## src/rtl/rr_arbiter_pkg.sv

```systemverilog
// Shared types and constants for the 8-way round-robin arbiter.
// Optional feature macro: RR_ARBITER_TIMEOUT_EN (grant hold timeout).
package rr_arbiter_pkg;

  localparam int N     = 8;
  localparam int CNT_W = 4;

  // Priority mask after reset: "last owner" was bit 7, so bit 0 wins first.
  localparam logic [N-1:0] LAST_RST = 8'b1000_0000;

  typedef enum logic [0:0] {
    IDLE  = 1'b0,
    GRANT = 1'b1
  } state_t;

  // Position of the set bit in a one-hot vector (highest set bit wins).
  function automatic logic [2:0] onehot_pos(input logic [N-1:0] v);
    logic [2:0] pos;
    pos = 3'd0;
    for (int i = 0; i < N; i++) begin
      if (v[i]) begin
        pos = 3'(i);
      end
    end
    return pos;
  endfunction

endpackage

```

## src/rtl/rr_pick.sv

```systemverilog
// Combinational round-robin pick: first set request bit searching upward
// (wrapping) from the bit after the previous owner. Zero when req is zero.
module rr_pick
  import rr_arbiter_pkg::*;
(
  input  logic [N-1:0] req,
  input  logic [N-1:0] last,
  output logic [N-1:0] pick
);

  logic [3:0]   shamt;
  logic [N-1:0] rot;
  logic [N-1:0] low;

  // Rotate req so the bit after `last` lands at position 0, isolate the
  // lowest set bit, then rotate that one-hot back into place.
  always_comb begin
    shamt = {1'b0, onehot_pos(last)} + 4'd1;
    rot   = N'({req, req} >> shamt);
    low   = rot & (~rot + 8'd1);
    pick  = N'(({low, low} << shamt) >> N);
  end

endmodule

```

## src/rtl/rr_arbiter_8.sv

```systemverilog
// Eight-way round-robin arbiter with registered one-hot grant.
// Optional feature macro: RR_ARBITER_TIMEOUT_EN -- when defined, a grant
// held for HOLD_MAX cycles is revoked and timeout pulses for one cycle.
// The owner-release input is named owner_release because "release" is a
// reserved word in SystemVerilog.
module rr_arbiter_8 #(
  parameter int N        = 8,
  parameter int HOLD_MAX = 15
) (
  input  logic         clk,
  input  logic         rst,
  input  logic [N-1:0] req,
  input  logic         owner_release,
  output logic [N-1:0] grant,
  output logic         grant_valid,
  output logic         timeout
);

  import rr_arbiter_pkg::*;

  state_t       state;
  state_t       state_nxt;
  logic [N-1:0] grant_nxt;
  logic [N-1:0] last;
  logic [N-1:0] last_nxt;
  logic [N-1:0] pick;
  logic         owner_gone;
  logic         hold_hit;
  logic         exit_grant;

  rr_pick u_pick (
    .req  (req),
    .last (last),
    .pick (pick)
  );

  // Owner withdrew its request or asked to release the grant.
  always_comb begin
    owner_gone = ((req & grant) == {N{1'b0}});
    exit_grant = (state == GRANT) && (owner_release || owner_gone || hold_hit);
  end

`ifdef RR_ARBITER_TIMEOUT_EN
  localparam logic [CNT_W-1:0] HOLD_LIMIT = CNT_W'(HOLD_MAX);

  logic [CNT_W-1:0] hold_cnt;
  logic [CNT_W-1:0] hold_cnt_nxt;
  logic             timeout_reg;
  logic             timeout_nxt;

  // Hold counter: 1 on the first grant cycle, saturating, cleared on exit.
  always_comb begin
    hold_hit     = (state == GRANT) && (hold_cnt == HOLD_LIMIT);
    hold_cnt_nxt = hold_cnt;
    if (exit_grant) begin
      hold_cnt_nxt = 4'd0;
    end else if (state == IDLE) begin
      hold_cnt_nxt = (pick != {N{1'b0}}) ? 4'd1 : 4'd0;
    end else if (hold_cnt != 4'hF) begin
      hold_cnt_nxt = hold_cnt + 4'd1;
    end else begin
      hold_cnt_nxt = hold_cnt;
    end
    // A voluntary exit in the same cycle takes precedence over revocation.
    timeout_nxt = exit_grant && hold_hit && !owner_release && !owner_gone;
  end

  // Hold counter and timeout pulse registers.
  always_ff @(posedge clk or posedge rst) begin
    if (rst) begin
      hold_cnt    <= 4'd0;
      timeout_reg <= 1'b0;
    end else begin
      hold_cnt    <= hold_cnt_nxt;
      timeout_reg <= timeout_nxt;
    end
  end

  assign timeout = timeout_reg;
`else
  // Without the timeout feature grants are held until release or withdraw.
  always_comb begin
    hold_hit = 1'b0;
  end

  assign timeout = 1'b0;
`endif

  // Next-state, next-grant and priority-mask update.
  always_comb begin
    state_nxt = state;
    grant_nxt = grant;
    last_nxt  = last;
    case (state)
      IDLE: begin
        if (pick != {N{1'b0}}) begin
          grant_nxt = pick;
          state_nxt = GRANT;
        end else begin
          grant_nxt = {N{1'b0}};
          state_nxt = IDLE;
        end
      end
      GRANT: begin
        if (exit_grant) begin
          grant_nxt = {N{1'b0}};
          last_nxt  = grant;
          state_nxt = IDLE;
        end else begin
          grant_nxt = grant;
          state_nxt = GRANT;
        end
      end
      default: begin
        grant_nxt = {N{1'b0}};
        state_nxt = IDLE;
      end
    endcase
  end

  // State, grant and priority-mask registers.
  always_ff @(posedge clk or posedge rst) begin
    if (rst) begin
      state <= IDLE;
      grant <= {N{1'b0}};
      last  <= LAST_RST;
    end else begin
      state <= state_nxt;
      grant <= grant_nxt;
      last  <= last_nxt;
    end
  end

  assign grant_valid = |grant;

endmodule

```

## config.mk

```make
export PLATFORM = sky130hd
export DESIGN_NAME = rr_arbiter_8
export DESIGN_NICKNAME = d
export VERILOG_FILES = /design/src/rtl/rr_arbiter_pkg.sv /design/src/rtl/rr_pick.sv /design/src/rtl/rr_arbiter_8.sv
export SDC_FILE = /design/constraint.sdc
export NUM_CORES = 1
export LEC_CHECK = 0
export CORE_MARGIN = 10
export CORE_UTILIZATION = 55
export DETAILED_ROUTE_END_ITERATION = 8
export DONT_BUFFER_PORTS = 1
export PLACE_DENSITY = 0.68
export SKIP_LAST_GASP = 1
export SLEW_MARGIN = 0
export SYNTH_ARGS = -nofsm -noshare
export SYNTH_HDL_FRONTEND = slang
export SYNTH_SLANG_ARGS = --single-unit
```

## constraint.sdc

```tcl
create_clock -name clk -period 5.3 [get_ports clk]
set_input_delay 1.06 -clock clk [delete_from_list [all_inputs] [get_ports clk]]
set_output_delay 1.06 -clock clk [all_outputs]
set_load 0.1 [all_outputs]
```

== After elaboration in Yosys (flattened, before gate mapping) ==
Index checks and enable logic that the tools add are counted.
Widths: inputs -> output; s select.
Word-level totals
  register bits: 17
  bits in latches: 0
  bits in writable memories: 0
  memory bits (read-only): 0
  input bits: 11
  output and inout port bits: 10
  word-level logic and storage cells: 31
  memories: 0
Cells by class
  add/subtract/negate cells: 2
  multiply operators: 0
  divide/modulo/power cells: 0
  magnitude comparators: 0
  equal/unequal tests: 1
  shift-type cells: 2
  multiplexer cells: 13
  bitwise gates (word level): 4
  reductions and logical operators: 6
Operators by type and width (number)
  $mux 3: 6
  $and 8x8->8: 2
  $mux 8: 2
  $pmux 8 s2: 1
  $shl 16x4->16: 1
  $shr 16x4->8: 1
  $add 8x1->8 const B: 1
  $logic_not 8->1: 1
  $not 8->8: 1
  $reduce_bool 8->1: 1
  $reduce_or 8->1: 1
  $add 3x1->4 const B: 1
  $mux 1: 3
  $ne 2x1->1 const B: 1
  $pmux 1 s2: 1
  $reduce_and 2->1: 1
  $logic_and 1x1->1: 1
  $logic_or 1x1->1: 1
  $not 1->1: 1

== Logic depth before layout (Yosys ltp) ==
Gate-level depths: netlist of the first run.
  word-level depth: 16
  gate-level depth with buffers: 14
  mapped depth without buffers: 11

== Hierarchy ==
Synthesis of the first run repeated with hierarchy kept, for this count alone.
Unflattened totals
  cell total of the unflattened synthesis: 272
  area total of the unflattened synthesis: 2199.6 um^2
Modules (own cells, without submodules)
  rr_pick: times used 1, cells an instance 175, area each 1249.9 um^2, sequential area each 0.0 um^2
  rr_arbiter_8: times used 1, cells an instance 97, area each 949.7 um^2, sequential area each 426.7 um^2

== Worst setup path before layout of the first run ==
No wires, ideal clock.
  path kind: input port to flip-flop
  start point: in req[0]
  end point: reg state
  arrival time: 3393 ps
  data required time: 5211 ps
  setup slack: 1818 ps
  cell stages on the path: 9
  buffers on the path: 0
  cells stage by stage: a221oi_1 > o31ai_1 > a311o_1 > or3_1 > nor4_4 > nand2_2 > or3_1 > a31o_1 > a41oi_1
On the way
  word-level cells in the longest chain between the ends: 8
  elaborated cells between the ends (all ways): 13
  those cells by class: add/sub: 1; shift: 2; mux: 3; bitwise: 3; reduce/logical: 4
Ends and longest elaborated chain
  from (decl): RTL line rr_arbiter_8.sv:12  | input logic [N-1:0] req,
  $shr 16x4->8: RTL line rr_pick.sv:19  | rot = N'({req, req} >> shamt);
  $not 8->8: RTL line rr_pick.sv:20  | low = rot & (~rot + 8'd1);
  $add 8x1->8: RTL line rr_pick.sv:20
  $and 8x8->8: RTL line rr_pick.sv:20
  $shl 16x4->16: RTL line rr_pick.sv:21  | pick = N'(({low, low} << shamt) >> N);
  $reduce_bool 8->1: RTL line rr_arbiter_8.sv:96  | if (pick != {N{1'b0}}) begin
  $mux 1: RTL line rr_arbiter_8.sv:96
  $pmux 1 s2 (*): RTL line rr_arbiter_8.sv:94  | case (state)
  named net state_nxt: RTL line rr_arbiter_8.sv:22  | state_t state_nxt;
  to (signal assigned): RTL line rr_arbiter_8.sv:128  | state <= state_nxt;
  to (decl): RTL line rr_arbiter_8.sv:21  | state_t state;
The timed path passes the listed nets; every way through them passes the cells marked *.
A chain may end at the register's enable or synchronous reset.

== Worst setup path after layout of the first run ==
  start point: reg last[5]
  end point: reg state
On the way
  word-level cells in the longest chain between the ends: 12
Ends and longest elaborated chain
  from (decl): RTL line rr_arbiter_8.sv:24  | logic [N-1:0] last;
  from (signal assigned): RTL line rr_arbiter_8.sv:130  | last <= last_nxt;
  $mux 3 (*) (3 in a row): RTL line rr_arbiter_pkg.sv:21  | if (v[i]) begin
  $add 3x1->4 (*): RTL line rr_pick.sv:18  | shamt = {1'b0, onehot_pos(last)} + 4'd1;
  $shr 16x4->8: RTL line rr_pick.sv:19
  $not 8->8: RTL line rr_pick.sv:20
  $add 8x1->8: RTL line rr_pick.sv:20
  $and 8x8->8: RTL line rr_pick.sv:20
  $shl 16x4->16 (*): RTL line rr_pick.sv:21
  $reduce_bool 8->1 (*): RTL line rr_arbiter_8.sv:96
  $mux 1 (*): RTL line rr_arbiter_8.sv:96
  $pmux 1 s2 (*): RTL line rr_arbiter_8.sv:94
  named net state_nxt: RTL line rr_arbiter_8.sv:22
Marks and branches as above.

==> impl_metrics.ini, run 1 <==
[detailed_routing]
initialDrtViolationCount = 251
ant_nets = 0
drc = 0
vias = 1894
detail_route.wirelength_microns = 5380
post_drt_wl_per_cell_microns = 19.4
via_per_inst = 6.84
first_pass_iters = 4

[place]
hpwl_microns = 4150
gp_congestion = 0.942
numPortBuffers = 0

[die]
ios = 21
dieArea_sq_um = 5830
die_w_microns = 76.3
die_y_microns = 76.3
row_count = 20
initial_core_util = 0.572
core-area_sq_um = 3050

[sta]
skew_ps = 4.80
tightestPinTransition_ps = 1150
max_freq_ghz = 0.265
maxSlewHeadroom = 0.228
tns_ps = 0
hold_violations = 0
min_period_over_period = 0.712
min_period_ps = 3770
rsz0062_at_grt = no
setup_viol = 0
slew_viol_final = 0

[worst_hold_path]
min_path_cells = 2
min_from = last[1]$_DFFE_PP0P_
hp-class = register to register
hold_end = last[1]$_DFFE_PP0P_

[cells_and_area]
final_net_count = 246
insertedDiodeCount = 0
flow.area_growth_from_synthesis_pct = 1.58
layout-drive-gt1-share = 0.0644

[clocking]
htreeDepth = 1
insertion_delay_ps = 290
cts_made_buffers = 3
cts.sinks = 16
cts_root_buf = clkbuf_4
clk_pin_slew_ps = 100
cts_buffer_depth = 2
cts_resized = 0
hold_buffers = 0
cts_tree = built
post-cts-setup-buffer-count = 0

[synth]
synth_cell_type_count = 62
synth_edf_count = 0
yosysWarningCount = 0
synth_seq_cells = 16
async_flop_share = 1.00
netlist_instances = 241
synth_flop_cell = dfrtp_1
synth_fp_nets = 253
avgSynthCellArea_sq_um = 7.24
ys_seq_area_frac = 0.230
synth_area_sq_um = 1750

[critical_path]
r2r_start = last[5]$_DFFE_PP0P_
critPathKind = register to register
reg2reg_to = state$_DFF_PP0_
start_kind = register
regToRegSetupSlack_ps = 1530
end_kind = register
rr_worst_depth = 11
required_ps = 5500
worstPathArrival_ps = 3970
path_max_fanout = 13

[job]
drv_cap = 0

[global_routing]
grt_pass1_vias = 1847
grt_max_degree = 22
grt-ovfl-total = 0
grt_usage = 0.178
antenna_found_initial = 0
grt_pass1_wl_microns = 8830

[status]
status = completed
-- layer usage --
metal | track usage | part of all wire | vias to the layer above
li1 | - | - | 896
met1 | 0.214 | 0.41 | 872
met2 | 0.279 | 0.46 | 104
met3 | 0.0460 | 0.098 | 22
met4 | 0.106 | 0.038 | 0
met5 | 0 | 0 | -
-- layout make-up --
type,instances,area [sq um]
Inverter,8,30.0
Fill cell,323,1280
Tap cell,44,55.1
Sequential cell,16,402
Multi-Input combinational cell,204,1240
Clock buffer,4,36.3
Timing Repair Buffer,1,7.51
-- kinds of logic after synthesis --
logic type               after synthesis  synth area share
AO/OA/AOI/OAI                         91             0.367
XOR/XNOR                               1           0.00502
adder cells (fa/ha/maj)                1           0.00717
buffers and inverters                 21            0.0581
flip-flops                            16             0.230
multiplexers                           7            0.0401
other                                  1           0.00215
AND/OR/NAND/NOR                      103             0.290
-- metrics by stage --
step | cell area, sq um | instances | worst slack [ps] | utilization | hold WS (ps)
2_1_floorplan | 1750 | 241 | 1820 | - | 461
3_3_place_gp | 1740 | 273 | 1640 | 0.569 | 483
3_5_place_dp | 1740 | 273 | 1580 | 0.569 | 485
4_1_cts | 1770 | 277 | 1650 | 0.581 | 508
5_1_grt | 1770 | 277 | 1290 | 0.581 | 533
6_report | 1770 | 277 | 1530 | 0.581 | 507
-- layout by cell type (no fill, tap or decap), types with 4 or more instances in the layout --
cell,count
a21oi_1,11
a22oi_1,9
dfrtp_1,15
inv_1,5
mux2i_1,7
nand2_1,48
nand3_1,6
nor2_1,17
nor2b_1,5
nor3_1,6
o211ai_1,9
o21ai_0,15
o21ai_1,5
o22ai_1,5
o31ai_1,4
-- critical path: stages (launching register included) --
cell	delay (ps)
dfrtp_1	600
and2b_4	280
a211oi_4	440
nor2_4	120
inv_2	220
mux2i_1	230
o211ai_1	330
nor4_4	550
nand2_2	110
or3_1	350
a31o_1	230
a41oi_1	210
-- sequential cells by signal, summed over array words and instances, names as in the netlist --
name   cells
grant      8
last       7
state      1
-- synthesized netlist by cell type, types with 3 or more instances --
cell type,n,area share
nor3_1,6,0.017
o21ai_0,15,0.043
a21oi_1,11,0.032
nand2_1,48,0.10
a31oi_1,3,0.011
mux2i_1,7,0.040
nor2_1,17,0.037
nor2b_1,5,0.018
dfrtp_1,15,0.22
clkbuf_1,6,0.013
nor4_1,3,0.011
a22oi_1,9,0.039
buf_2,3,0.0086
o211ai_1,9,0.039
a311oi_1,3,0.015
inv_1,5,0.011
o21ai_1,5,0.014
o22ai_1,5,0.018
a21o_1,3,0.013
nand3_1,6,0.017
o31ai_1,4,0.017
-- worst max path at each step --
stage                        start                   end  slack (ps)  depth (start not counted)
3_5_place_dp                req[0]       state$_DFF_PP0_        1580                          9
4_1_cts        last[5]$_DFFE_PP0P_       state$_DFF_PP0_        1650                         11
6_report       last[5]$_DFFE_PP0P_       state$_DFF_PP0_        1530                         11
3_3_place_gp                req[0]       state$_DFF_PP0_        1640                          9
2_1_floorplan               req[0]       state$_DFF_PP0_        1820                          9
5_1_grt        last[5]$_DFFE_PP0P_  grant[0]$_DFFE_PP0P_        1290                         10
Power of run 1 is not shown: default switching activity piles up to over one toggle a cycle in this logic, so the estimate is an artifact.
==> run 2, diff against run 1 <==
--- a/config.mk
+++ b/config.mk
@@ -9,7 +9,7 @@
 export CORE_UTILIZATION = 55
 export DETAILED_ROUTE_END_ITERATION = 8
 export DONT_BUFFER_PORTS = 1
-export PLACE_DENSITY = 0.68
+export PLACE_DENSITY = 0.71
 export SKIP_LAST_GASP = 1
 export SLEW_MARGIN = 0
 export SYNTH_ARGS = -nofsm -noshare
==> constraint.sdc (replaced) <==
create_clock -name clk -period 3.1 [get_ports clk]
set_input_delay 0.62 -clock clk [delete_from_list [all_inputs] [get_ports clk]]
set_output_delay 0.62 -clock clk [all_outputs]
set_load 0.1 [all_outputs]
==> run 2 against run 1 <==
  * Core utilization grew 10 points
  * First-iteration DRC count grew 48%
  * Hold slack lost 240 ps
  * Global-route usage shrank 0.055 points
  * Non-clock buffer count grew 38
  * Die area is the same
  * Flip-flop and latch count is the same
  * Critical path depth grew 2
  * Routed wire length grew 6.9%
  * Critical endpoint unchanged
==> impl_metrics.ini, run 2 (synthesized netlist as in run 1, its figures left out) <==
[critical_path]
start_kind = register
end_kind = register
critPathKind = register to register
worstPathArrival_ps = 3240
crit_path_top_delay_cell = o211ai_1
required_ps = 3250
path_cells = and2b_4 -> a211oi_4 -> nor2_4 -> inv_2 -> mux2i_1 -> o211ai_1 -> buf_4 -> nor2b_1 -> buf_4 -> a21oi_1 -> a21oi_1 -> a311oi_1 -> a41oi_1
path_max_fanout = 8
cpPeakStageDelay_ps = 470

[die]
die_y_microns = 76.3
initial_core_util = 0.572
row_count = 20
die_w_microns = 76.3
ios = 21
dieArea_sq_um = 5830
core-area_sq_um = 3050

[detailed_routing]
post_drt_wl_per_cell_microns = 18.3
ant_nets = 0
detail_route.wirelength_microns = 5750
first_pass_iters = 6
initialDrtViolationCount = 371
vias = 2085
drc = 0
via_per_inst = 6.62

[global_routing]
grt_max_degree = 19
grt_pass1_wl_microns = 8980
antenna_found_initial = 0
grt_pass1_vias = 1801
grt_usage = 0.178
grt-ovfl-total = 0

[sta]
slew_viol_final = 0
min_period_ps = 3080
max_freq_ghz = 0.324
tightestPinTransition_ps = 584
skew_ps = 2.75
worst_hold_slack_ps = 268
min_period_over_period = 0.995
maxSlewHeadroom = 0.610
hold_violations = 0
rsz0062_at_grt = yes
setup_viol = 0

[clocking]
htreeDepth = 1
cts_made_buffers = 3
clk_pin_slew_ps = 100
cts_buffer_depth = 2
insertion_delay_ps = 290
cts_tree = built
cts.sinks = 16
cts_root_buf = clkbuf_4

[cells_and_area]
layout_commonest_cell = nand2_1
final_cell_mix = nand2_1 (48), buf_4 (39), nor2_1 (17), o21ai_0 (14), dfrtp_1 (13)
flow.area_growth_from_synthesis_pct = 19.2
final_net_count = 284
layout-drive-gt1-share = 0.218
largest_reg_flops = 8
max_flop_register = grant
top_regs = grant x8, last x7, state x1
insertedDiodeCount = 0

[place]
gp_congestion = 1.03
numPortBuffers = 0
hpwl_microns = 4280

[worst_hold_path]
hp-class = primary input to asynchronous set/reset pin

[job]
drv_cap = 0

[status]
status = completed
run 2: path summary, 6_finish.rpt:
check                                           from                    to  slack [ps]  cells past startpoint
worst max-delay path             last[5]$_DFFE_PP0P_       state$_DFF_PP0_          20                     13
worst min-delay path                             rst  grant[3]$_DFFE_PP0P_         270                      1
worst max register to register   last[5]$_DFFE_PP0P_       state$_DFF_PP0_          20                     13
worst min register to register  grant[3]$_DFFE_PP0P_  grant[3]$_DFFE_PP0P_         500                      2
max in group asynchronous                        rst   last[6]$_DFFE_PP0P_        2420                      1
min in group clk                grant[3]$_DFFE_PP0P_  grant[3]$_DFFE_PP0P_         500                      2
run 2: what timing repair did:
| item | 4_1_cts | 5_1_grt |
|---|---|---|
| hold buffers | 0 | 0 |
| setup buffers | 0 | 5 |
| setup endpoints to repair | 5 | 9 |
| gates resized for setup | 1 | 7 |
| pin swaps | 1 | 2 |
run 2: metrics by stage:
stage               cells  utilization  instance area (sq um)  setup TNS [ps]  worst slack [ps]
finish                315        0.682                   2080               0              16.6
floorplan             241            -                   1750               0               131
detailed placement    306        0.650                   1980           -28.4             -28.4
global route          315        0.682                   2080            -728              -197
CTS                   310        0.662                   2020               0              13.1
global placement      306        0.650                   1980           -19.3             -19.3
run 2: metal layers:
layer | global-route usage | part of all wire | vias up
met5 | 0 | 0 | -
met4 | 0.0465 | 0.019 | 0
li1 | - | - | 974
met1 | 0.228 | 0.42 | 973
met2 | 0.295 | 0.48 | 119
met3 | 0.0354 | 0.081 | 19
run 2: area by class of cell:
cell class | count | area, sq um
sequential | 16 | 404
clock buffer | 4 | 36.3
inverter | 8 | 30.0
tap | 44 | 55.1
timing repair buffer | 39 | 293
fill | 273 | 972
multi-input combinational | 204 | 1260
run 2: critical path: cells and delay by family, from the launching register on:
kind                   cells  cell delay (ps)
multiplexers               1               90
buffers and inverters      3              510
AND/OR/NAND/NOR            3              360
AO/OA/AOI/OAI              6             1580
flip-flops                 1              420
Power of run 2 is left out for the same reason.
==> run 3, diff against run 2 <==
--- a/config.mk
+++ b/config.mk
@@ -5,6 +5,7 @@
 export SDC_FILE = /design/constraint.sdc
 export NUM_CORES = 1
 export LEC_CHECK = 0
+export CORE_ASPECT_RATIO = 0.5
 export CORE_MARGIN = 10
 export CORE_UTILIZATION = 55
 export DETAILED_ROUTE_END_ITERATION = 8
==> run 3 against run 2 <==
  * Hold slack better by 52 ps
  * Core utilization up 2.7 points
  * Clock skew down 0.97 ps
  * Register-to-register slack worse by 20 ps
  * Routed wire length up 6.6%
  * The run now ends with negative setup slack left
  * Critical endpoint unchanged
  * Sequential share of layout area down 0.55 points
  * Design area up 2.6%
==> impl_metrics.ini, run 3 (synthesized netlist as in run 1, its figures left out) <==
[status]
status = finished, violations left
failed_checks = negative setup slack

[critical_path]
cpPeakStageDelay_ps = 510
end_kind = register
regToRegSetupSlack_ps = -3
crit_path_frequent_cell = o211ai_1
crit_end = state$_DFF_PP0_
r2r_start = last[5]$_DFFE_PP0P_
critical_path.top_delay_family = compound AO/OA/AOI/OAI gates
required_ps = 3210
path_cells = and2b_4 -> a211oi_4 -> o211ai_1 -> a2111oi_0 -> buf_4 -> nor2_1 -> o211ai_1 -> o211ai_1 -> a211oi_1 -> a41oi_2
crit_path_start = last[5]$_DFFE_PP0P_
path_max_fanout = 8
path_depth = 10
reg2reg_to = state$_DFF_PP0_
start_kind = register
critPathBufInv = 1
worstPathArrival_ps = 3210
critPathKind = register to register
rr_worst_depth = 10
crit_path_top_delay_cell = a2111oi_0

[cells_and_area]
max_flop_register = grant
layout_commonest_cell = nand2_1
largest_reg_flops = 8
top_regs = grant x8, last x7, state x1
final_cell_count_no_fill = 310
insertedDiodeCount = 0
flow.area_growth_from_synthesis_pct = 22.3
final_net_count = 283
layout-drive-gt1-share = 0.233
final_cell_mix = nand2_1 (48), buf_4 (37), nor2_1 (17), dfrtp_1 (14), o21ai_0 (12)

[clocking]
cts_root_buf = clkbuf_8
cts_buffer_depth = 2
insertion_delay_ps = 250
htreeDepth = 1
cts.sinks = 16
clk_pin_slew_ps = 60
cts_tree = built
hold_buffers = 0
cts_made_buffers = 3

[job]
drv_cap = 0

[die]
ios = 21
die_w_microns = 99.7
initial_core_util = 0.579
die_y_microns = 59.8
core-area_sq_um = 3010
row_count = 14
dieArea_sq_um = 5960

[place]
dpl.cell_count = 302
hpwl_microns = 4520
gp_congestion = 1.00
pre_cts_slack_ps = 49.0
numPortBuffers = 0

[global_routing]
grt_pass1_vias = 1821
grt_pass1_wl_microns = 9320
grt-ovfl-total = 0
grt_usage = 0.191
antenna_found_initial = 0
grt_max_degree = 18

[sta]
min_period_over_period = 1.00
max_freq_ghz = 0.322
hold_violations = 0
tns_ps = -3.43
slew_viol_final = 0
maxSlewHeadroom = 0.607
min_period_ps = 3100
rsz0062_at_grt = yes
skew_ps = 1.78
layout_setup_ws_ps = -3.43
tightestPinTransition_ps = 589
setup_viol = 1
worst_hold_slack_ps = 320

[detailed_routing]
ant_nets = 0
via_per_inst = 6.73
first_pass_iters = 5
initialDrtViolationCount = 184
drc = 0
detail_route.wirelength_microns = 6130
vias = 2085
post_drt_wl_per_cell_microns = 19.8

[worst_hold_path]
hp-class = primary input to asynchronous set/reset pin
run 3: cell count changes in the layout (fill, tap and decap cells not counted), sizes merged:
cell / change
clkinv: -1
clkbuf: +1
clkinvlp: +1
buf: -2
run 3: cell type report:
cell class	count	area (sq um)
inverter	8	33.8
fill	241	878
multi-input combinational	204	1310
timing repair buffer	38	283
sequential	16	403
tap	40	50.0
clock buffer	4	55.1
run 3: worst min-delay path by stage:
stage	start	to	cells after the start	slack, ps
after floorplan	last[1]$_DFFE_PP0P_	last[1]$_DFFE_PP0P_	2	460
after global placement	grant[5]$_DFFE_PP0P_	grant[5]$_DFFE_PP0P_	2	510
after detailed placement	grant[5]$_DFFE_PP0P_	grant[5]$_DFFE_PP0P_	2	500
after CTS	rst	grant[7]$_DFFE_PP0P_	1	340
after global routing	rst	grant[2]$_DFFE_PP0P_	1	370
final	rst	state$_DFF_PP0_	1	320
run 3: timing repair:
action / 4_1_cts / 5_1_grt
setup buffers: 0 / 4
endpoints found under the setup margin: 0 / 9
gates resized for setup: 0 / 18
run 3: routing by layer:
layer / global-route usage / share of wire / vias up
met3: 0.0541 / 0.13 / 20
met5: 0 / 0 / -
met1: 0.263 / 0.44 / 952
li1: - / - / 966
met4: 0.0487 / 0.016 / 0
met2: 0.283 / 0.42 / 147
run 3: worst register-to-register path: cells and delay by family (launching register included):
kind	cells	cell delay (ps)
flip-flops	1	400
AO/OA/AOI/OAI	7	2060
AND/OR/NAND/NOR	2	280
buffers and inverters	1	230
run 3: through the flow:
stage          utilization  cell area [sq um]
6_report             0.708               2130
3_5_place_dp         0.657               1980
4_1_cts              0.675               2030
3_3_place_gp         0.657               1980
2_1_floorplan            -               1750
5_1_grt              0.708               2130
Power of run 3 is left out for the same reason.
